$ cat config.mk
export PLATFORM = sky130hd
export DESIGN_NAME = sad_min_tracker
export DESIGN_NICKNAME = d
export VERILOG_FILES = /design/src/rtl/sad_pkg.sv /design/src/rtl/sad_adder_tree.sv /design/src/rtl/sad_min_tracker.sv
export SDC_FILE = /design/constraint.sdc
export NUM_CORES = 2
export LEC_CHECK = 0
export CORE_ASPECT_RATIO = 0.75
export CORE_MARGIN = 10
export CORE_UTILIZATION = 31
export DETAILED_ROUTE_END_ITERATION = 7
export GPL_TIMING_DRIVEN = 0
export RECOVER_POWER = 50
export SYNTH_ARGS = -nofsm -noshare
export SYNTH_HDL_FRONTEND = slang
export SYNTH_SLANG_ARGS = --single-unit
$ cat constraint.sdc
create_clock -name Clk -period 31.8 [get_ports Clk]
set_input_delay 9.54 -clock Clk [delete_from_list [all_inputs] [get_ports Clk]]
set_output_delay 9.54 -clock Clk [all_outputs]
set_load 0.05 [all_outputs]
$ cat src/rtl/sad_pkg.sv
// Shared constants, state encoding and saturation helper for the SAD minimum tracker.
package sad_pkg;

    localparam int SAD_LANES  = 16;
    localparam int SAD_GROUPS = SAD_LANES / 4;
    localparam logic [31:0] SAD_MAX = 32'hFFFF_FFFF;

    typedef enum logic [1:0] {
        ST_IDLE  = 2'd0,
        ST_ACCUM = 2'd1,
        ST_DRAIN = 2'd2,
        ST_DONE  = 2'd3
    } sad_state_e;

    function automatic logic [31:0] sad_saturate(input logic [35:0] total);
        return (|total[35:32]) ? SAD_MAX : total[31:0];
    endfunction

endpackage

$ cat src/rtl/sad_adder_tree.sv
// Two-stage 16-lane SAD adder: four 4-lane partial sums, then a 36-bit total,
// with coordinates and valid carried alongside. hold freezes, flush clears valids.
module sad_adder_tree
    import sad_pkg::*;
(
    input  logic                        clk,
    input  logic                        srst,
    input  logic                        flush,
    input  logic                        hold,
    input  logic                        valid,
    input  logic [SAD_LANES-1:0][31:0]  lanes,
    input  logic [31:0]                 pos_x,
    input  logic [31:0]                 pos_y,
    output logic                        sum_valid,
    output logic [35:0]                 sum_total,
    output logic [31:0]                 sum_x,
    output logic [31:0]                 sum_y,
    output logic                        pending
);

    logic [33:0] part_next [SAD_GROUPS];
    logic [33:0] part_reg  [SAD_GROUPS];
    logic        s1_valid_reg;
    logic [31:0] s1_x_reg;
    logic [31:0] s1_y_reg;
    logic        s2_valid_reg;
    logic [35:0] s2_total_reg;
    logic [31:0] s2_x_reg;
    logic [31:0] s2_y_reg;

    genvar gi;
    generate
        for (gi = 0; gi < SAD_GROUPS; gi++) begin : g_group
            assign part_next[gi] = {2'b00, lanes[4*gi]}   + {2'b00, lanes[4*gi+1]}
                                 + {2'b00, lanes[4*gi+2]} + {2'b00, lanes[4*gi+3]};
        end
    endgenerate

    always_ff @(posedge clk) begin
        if (srst || flush) begin
            s1_valid_reg <= 1'b0;
            s2_valid_reg <= 1'b0;
        end else if (!hold) begin
            s1_valid_reg <= valid;
            s2_valid_reg <= s1_valid_reg;
        end
    end

    // Data registers need no reset: the valid bits qualify them.
    always_ff @(posedge clk) begin
        if (!hold) begin
            for (int g = 0; g < SAD_GROUPS; g++) begin
                part_reg[g] <= part_next[g];
            end
            s1_x_reg     <= pos_x;
            s1_y_reg     <= pos_y;
            s2_total_reg <= {2'b00, part_reg[0]} + {2'b00, part_reg[1]}
                          + {2'b00, part_reg[2]} + {2'b00, part_reg[3]};
            s2_x_reg     <= s1_x_reg;
            s2_y_reg     <= s1_y_reg;
        end
    end

    assign sum_valid = s2_valid_reg;
    assign sum_total = s2_total_reg;
    assign sum_x     = s2_x_reg;
    assign sum_y     = s2_y_reg;
    assign pending   = s1_valid_reg | s2_valid_reg;

endmodule

$ cat src/rtl/sad_min_tracker.sv
// Tracks the minimum SAD (and its coordinates) across a search of WindowCount results.
// Optional MinIndex output is enabled with `define SAD_MIN_INDEX_EN.
module sad_min_tracker
    import sad_pkg::*;
(
    input  logic        Clk,
    input  logic        Reset,
    input  logic        Start,
    input  logic [15:0] WindowCount,
    input  logic        Stall,
    input  logic        sad_EX4,
    input  logic [31:0] In1_EX4,
    input  logic [31:0] In2_EX4,
    input  logic [31:0] In3_EX4,
    input  logic [31:0] In4_EX4,
    input  logic [31:0] In5_EX4,
    input  logic [31:0] In6_EX4,
    input  logic [31:0] In7_EX4,
    input  logic [31:0] In8_EX4,
    input  logic [31:0] In9_EX4,
    input  logic [31:0] In10_EX4,
    input  logic [31:0] In11_EX4,
    input  logic [31:0] In12_EX4,
    input  logic [31:0] In13_EX4,
    input  logic [31:0] In14_EX4,
    input  logic [31:0] In15_EX4,
    input  logic [31:0] In16_EX4,
    input  logic [31:0] outx_EX4,
    input  logic [31:0] outy_EX4,
    output logic [31:0] MinSad,
    output logic [31:0] MinX,
    output logic [31:0] MinY,
`ifdef SAD_MIN_INDEX_EN
    output logic [15:0] MinIndex,
`endif
    output logic        Busy,
    output logic        Done
);

    sad_state_e  state_reg   = ST_IDLE;
    sad_state_e  state_next;
    logic [15:0] count_reg   = 16'd0;
    logic [15:0] target_reg  = 16'd0;
    logic [31:0] min_sad_reg = SAD_MAX;
    logic [31:0] min_x_reg   = 32'd0;
    logic [31:0] min_y_reg   = 32'd0;
    logic        done_reg    = 1'b0;
    logic        done_next;

    logic [SAD_LANES-1:0][31:0] lanes;
    logic        accept;
    logic        sum_valid;
    logic [35:0] sum_total;
    logic [31:0] sum_sat;
    logic [31:0] sum_x;
    logic [31:0] sum_y;
    logic        pipe_pending;
    logic        better;

    assign lanes = {In16_EX4, In15_EX4, In14_EX4, In13_EX4, In12_EX4, In11_EX4, In10_EX4, In9_EX4,
                    In8_EX4,  In7_EX4,  In6_EX4,  In5_EX4,  In4_EX4,  In3_EX4,  In2_EX4,  In1_EX4};

    // Start wins over a simultaneous result, so that result is never counted.
    assign accept = (state_reg == ST_ACCUM) && sad_EX4 && !Stall && !Start;

    sad_adder_tree u_adder_tree (
        .clk       (Clk),
        .srst      (Reset),
        .flush     (Start),
        .hold      (Stall),
        .valid     (accept),
        .lanes     (lanes),
        .pos_x     (outx_EX4),
        .pos_y     (outy_EX4),
        .sum_valid (sum_valid),
        .sum_total (sum_total),
        .sum_x     (sum_x),
        .sum_y     (sum_y),
        .pending   (pipe_pending)
    );

    assign sum_sat = sad_saturate(sum_total);
    assign better  = sum_valid && (sum_sat < min_sad_reg);

    always_comb begin
        state_next = state_reg;
        done_next  = 1'b0;
        if (Start) begin
            state_next = ST_ACCUM;
        end else if (!Stall) begin
            case (state_reg)
                ST_ACCUM: begin
                    if (target_reg == 16'd0) begin
                        state_next = ST_DONE;
                    end else if (accept && (count_reg + 16'd1 == target_reg)) begin
                        state_next = ST_DRAIN;
                    end
                end
                ST_DRAIN: begin
                    if (!pipe_pending) begin
                        state_next = ST_DONE;
                    end
                end
                default: begin
                end
            endcase
        end
        done_next = (state_next == ST_DONE) && (state_reg != ST_DONE);
    end

    always_ff @(posedge Clk) begin
        if (Reset) begin
            state_reg   <= ST_IDLE;
            count_reg   <= 16'd0;
            target_reg  <= 16'd0;
            min_sad_reg <= SAD_MAX;
            min_x_reg   <= 32'd0;
            min_y_reg   <= 32'd0;
            done_reg    <= 1'b0;
        end else begin
            state_reg <= state_next;
            done_reg  <= done_next;
            if (Start) begin
                count_reg   <= 16'd0;
                target_reg  <= WindowCount;
                min_sad_reg <= SAD_MAX;
                min_x_reg   <= 32'd0;
                min_y_reg   <= 32'd0;
            end else if (!Stall) begin
                if (accept) begin
                    count_reg <= count_reg + 16'd1;
                end
                // Strict less-than keeps the earlier result on a tie.
                if (better) begin
                    min_sad_reg <= sum_sat;
                    min_x_reg   <= sum_x;
                    min_y_reg   <= sum_y;
                end
            end
        end
    end

`ifdef SAD_MIN_INDEX_EN
    logic [15:0] s1_idx_reg;
    logic [15:0] s2_idx_reg;
    logic [15:0] min_index_reg = 16'd0;

    // Ordinal of each accepted result travels in step with the adder pipeline.
    always_ff @(posedge Clk) begin
        if (!Stall) begin
            s1_idx_reg <= count_reg;
            s2_idx_reg <= s1_idx_reg;
        end
    end

    always_ff @(posedge Clk) begin
        if (Reset || Start) begin
            min_index_reg <= 16'd0;
        end else if (!Stall && better) begin
            min_index_reg <= s2_idx_reg;
        end
    end

    assign MinIndex = min_index_reg;
`endif

    assign MinSad = min_sad_reg;
    assign MinX   = min_x_reg;
    assign MinY   = min_y_reg;
    assign Busy   = (state_reg == ST_ACCUM) || (state_reg == ST_DRAIN);
    assign Done   = done_reg;

endmodule

After elaboration in Yosys (flattened, before gate mapping)
Memory sizes are Yosys's and may differ from the RTL's.
Index checks and enable logic that the tools add are counted.
- register bits after elaboration: 297
- RAM bits: 136
- input bits: 597
- output and inout port bits: 98
- logic and storage cells: 62
- memories kept: 1
- memories (memory ; words ; width ; read ports ; clocked after memory_dff ; wr ports ; line ; source):
    u_adder_tree.part_reg ; 4 ; 34 ; 4 ; 0 ; 4 ; sad_adder_tree.sv:22 ; logic [33:0] part_reg [SAD_GROUPS];
- add/sub/neg operators: 16
- magnitude comparators: 1
- equal/unequal tests: 5
- muxes and demuxes: 8
- bitwise operators: 2
- reduce and logical (&&, ||, !) cells: 15
- operators by type and width (kind ; number):
    adder 34 x 32 -> 34 bit ; 8
    adder 32 x 32 -> 33 bit ; 4
    adder 36 x 34 -> 36 bit ; 2
    adder 34 x 34 -> 35 bit ; 1
    less-than comparator 32 bit ; 1
    2-to-1 mux 32 bit ; 1
    adder 16 x 1 -> 16 bit (second input constant) ; 1
    equality test 16 bit ; 1
    zero test 16 bit ; 1
    2-to-1 mux 2 bit ; 5
    logical AND 1 bit ; 6
    equality test 2 bit (second input constant) ; 2
    one-hot mux 2 bit (2 select lines) ; 1
    AND reduction 2 bit ; 2
    OR reduction 4 bit ; 1
    equality test 2 x 1 -> 1 bit (second input constant) ; 1
    zero test 1 bit ; 2
    logical OR 1 bit ; 2
    != test 2 bit (second input constant) ; 1
    OR reduction 2 bit ; 1
    2-to-1 mux 1 bit ; 1
    NOT 1 bit ; 1
    bitwise OR 1 bit ; 1

Longest topological paths before layout
- depth in word-level cells: 12
- gate-level depth with buffers: 28
- mapped depth without buffers: 27

Hierarchy
Synthesis repeated with hierarchy kept, for this count alone.
- cell total of the unflattened synthesis: 3169
- area, all modules: 32633.8 sq um
- modules (own cells, without submodules) (module ; times used ; cells an instance ; area each (sq um)):
    sad_adder_tree ; 1 ; 2454 ; 26181.4
    sad_min_tracker ; 1 ; 715 ; 6452.4

Least setup slack after synthesis
Ideal clock, no wire load.
- kind: input-to-reg
- start: input Stall
- end: register done_reg (netlist: Done)
- setup time: 0.128 ns
- data arrival time: 17.756 ns
- path slack: 13.916 ns
- stages on the path: 10
- cell sequence: inv_1 > nand4b_1 > a211oi_1 > o2111ai_1 > nor4_1 > nand3_1 > nor4_2 > o22ai_1 > a211oi_1 > nor3b_2
- longest elaborated chain between the ends: 11
- RTL lines (element ; line ; source):
    start: declaration ; sad_min_tracker.sv:10 ; input logic Stall,
    zero test 1 bit ; - ;
    logical AND 1 bit (2 in series) ; sad_min_tracker.sv:64 ; assign accept = (state_reg == ST_ACCUM) && sad_EX4 && !Stall && !Start;
    logical AND 1 bit ; sad_min_tracker.sv:95 ; end else if (accept && (count_reg + 16'd1 == target_reg)) begin
    2-to-1 mux 2 bit ; sad_min_tracker.sv:95 ;
    2-to-1 mux 2 bit ; sad_min_tracker.sv:93 ; if (target_reg == 16'd0) begin
    one-hot mux 2 bit (2 select lines) ; sad_min_tracker.sv:91 ; case (state_reg)
    2-to-1 mux 2 bit * ; sad_min_tracker.sv:90 ; end else if (!Stall) begin
    2-to-1 mux 2 bit * ; sad_min_tracker.sv:88 ; if (Start) begin
    equality test 2 bit * ; sad_min_tracker.sv:108 ; done_next = (state_next == ST_DONE) && (state_reg != ST_DONE);
    logical AND 1 bit * ; sad_min_tracker.sv:108 ;
    end signal: assignment ; sad_min_tracker.sv:122 ; done_reg <= done_next;
    end: declaration ; sad_min_tracker.sv:47 ; logic done_reg = 1'b0;
Mark *: on every way between the ends. The rest lies on a longest branch, timed or not.
A chain may end at the register's enable or synchronous reset.

Final worst setup path
Same ends and word-level chain as after synthesis.

==> flow_summary.toml <==
[sta]
setup_viol_count_final = 0
tightest_slew_ns = 6.94
hold_viol_final = 0
finalCritPeriodShare = 0.635
fin_worst_skew_ns = 0.0307
rsz0062_at_grt = "false"
finalCriticalPeriod_ns = 20.19
relSlewSlack = -3.62
maxSlewViolCount = 307
setup_tns_ns = 0
fmax_ghz = 0.0495

[hold_path]
hold_start = "u_adder_tree.s1_x_reg[28]$_DFFE_PN_"
hold_depth = 0
hp-class = "flop to flop"
hold_end = "u_adder_tree.sum_x[28]$_DFFE_PN_"

[power]
seqPwrFrac = 0.198
vdd_drop_max_mv = 0.115
p_comb_frac = 0.679
clockPowerShare = 0.122
power.density_nw_per_um2 = 104
power.switching_uw = 2200
p_sw_frac = 0.456
internal_power_uw = 2620
p_leak_uw = 0.0212

[floorplan]
dieArea_sq_um = 130000
die_x_microns = 413
die_h_microns = 315
start_util = 0.311
core_sq_um = 115000
num_rows = 108
ios = 695

[place]
routabilityCongestion = 0.920
port_buffers = 693
hpwl_microns = 98800
placed_cell_area_sq_um = 44800

[critical_path]
timing.reg2reg.setup_slack_ns = 25.15
critPathKind = "input port to flop"
cp.required_ns = 32.33
reg2reg_from = "u_adder_tree.part_reg[1][0]$_DFFE_PN_"
crit_fanout = 130
endpoint_kind = "flop"
worstPathArrival_ns = 20.72
reg2reg_to = "u_adder_tree.sum_total[34]$_DFFE_PN_"
cp-start-kind = "input port"
rr_worst_depth = 27

[drt]
dr.pass1.iters = 8
viasPerCell = 4.67
drt-total-wl_microns = 115000
detail-route-antenna-nets = 0
vias = 29100
post-route-drc-count = 0
wl_per_cell_microns = 18.5
drtIter0Drc = 1706

[clock_network]
cts_tree = "done"
clk_pin_slew_ns = 0.06
postCtsHoldBufs = 0
cts_resized = 0
clockBufferDepth = 3
cts.sinks = 433
clk_latency_ns = 0.62
cts-root-buf = "clkbuf_16"
numCtsBuffers = 48
htree_levels = 2
cts_setup_buffers = 0

[synth]
ys.flop_type = "edfxtp_1"
synth_cells = 3895
synth_fp_nets = 5024
synth_edf_count = 300
yosysWarnings = 0
yosys-top-cells-area = "edfxtp_1, ha_1, fa_1, inv_1, dfxtp_1"
yosysSeqAreaShare = 0.325
synth_top_cell_by_area = "edfxtp_1"
synthTopCellsByCount = "inv_1, ha_1, edfxtp_1"
netlist.area_leader.share = 0.251
synth.most_common_cell = "inv_1"
mappedNetlistArea_sq_um = 35900
yosysUniqueCellTypes = 93
syn_area_per_cell_sq_um = 9.22
synthArstFlopShare = 0
yosys_register_bits = 433

[final_layout]
area_growth_pct = 29.5
fin_area_sq_um = 46500
largest_reg_flops = 136
layout-drive-gt1-share = 0.0303
fin_nets = 5769

[outcome]
outcome = "finished, violations left"
violations = "capacitance limit, slew limit"

[global_route]
grt_pass1_wl_microns = 172000
grt_use_total = 0.170
overflow = 0
antenna_found_initial = 39
grt_max_degree = 131
grt_pass1_vias = 29200

[job]
max-cap-violations = 3
[metrics by stage]
step | total power (uW) | std cells | utilization | hold slack (ns) | worst slack, ns
floorplan | 3350 | 3895 | - | 0.400 | 13.92
global placement | 4240 | 6128 | 0.388 | 0.401 | 8.91
detailed placement | 4260 | 6130 | 0.389 | 0.405 | 15.19
CTS | 4880 | 6219 | 0.403 | 0.415 | 15.81
global route | 5320 | 6222 | 0.403 | 0.422 | 10.35
finish | 4830 | 6231 | 0.403 | 0.411 | 11.61
[cell families after synthesis]
family,count (synthesis),synth area share
XOR/XNOR,311,0.0758
AND/OR/NAND/NOR,815,0.111
AO/OA/AOI/OAI,915,0.164
multiplexers,51,0.0142
adder cells (fa/ha/maj),532,0.221
flip-flops,433,0.325
buffers and inverters,838,0.0887
[critical path: stages]
cell	delay (ns)
dlygate4sd3_1	0.70
clkinvlp_2	2.37
clkbuf_1	4.98
nand4b_1	1.08
a211oi_1	0.53
o2111ai_1	0.18
nor4_1	0.19
nand3_1	0.12
nor4_2	0.24
nor2_1	0.11
a2111oi_2	0.34
nor3b_2	0.27
[layout make-up]
cell class,count,area [sq um]
clock inverters,25,314
multi-input cells,2624,21100
flip-flops and latches,433,11700
well taps,1540,1930
diodes,12,30.0
clock buffers,64,1380
fillers,11500,68900
inverters,767,2880
repair buffers,695,6940
plain buffers,71,307
[layer usage]
metal,vias to the layer above,wire length (microns),global-route usage
li1,14700,-,-
met1,13500,50900,0.220
met2,755,52900,0.285
met3,163,8490,0.0453
met4,38,2420,0.0351
met5,-,223,0
[placed cells by master (no fill, tap or decap), types with 17 or more instances in the layout]
cell	netlist	final
xnor2_1	188	188
a21o_1	179	179
dfxtp_1	133	133
nand2b_1	76	76
o21ai_1	57	57
edfxtp_1	300	300
clkdlybuf4s50_1	0	623
a211oi_1	17	17
dlygate4sd3_1	0	70
xor2_1	123	123
nand4_1	30	30
o21a_1	35	35
nand3_1	125	125
o21bai_1	47	47
o21ai_0	145	145
and3_1	22	22
clkbuf_16	0	50
ha_1	360	360
fa_1	172	172
nor2_1	179	179
nor2b_1	39	39
clkbuf_1	54	63
nand2_1	226	226
a31oi_1	19	19
a21oi_1	273	273
nor3_1	32	32
mux2i_1	50	50
inv_1	767	766
[worst max path at each step]
stage	end	slack (ns)	startpoint	cells past startpoint
2_1_floorplan	Done$_SDFF_PP0_	13.92	Stall	10
3_5_place_dp	u_adder_tree.part_reg[2][33]$_DFFE_PN_	15.19	In9_EX4[0]	26
6_report	Done$_SDFF_PP0_	11.61	Stall	12
4_1_cts	u_adder_tree.part_reg[2][33]$_DFFE_PN_	15.81	In9_EX4[0]	26
5_1_grt	Done$_SDFF_PP0_	10.35	Stall	12
3_3_place_gp	Done$_SDFF_PP0_	8.91	Stall	11
[power by group through the flow]
stage | Sequential (uW) | Combinational [uW] | Clock (uW)
3_5_place_dp | 968 | 3290 | 0
3_3_place_gp | 973 | 3270 | 0
4_1_cts | 957 | 3310 | 610
2_1_floorplan | 953 | 2400 | 0
5_1_grt | 972 | 3710 | 631
6_report | 958 | 3280 | 589
Note: power is estimated with default switching activity, not from simulation.
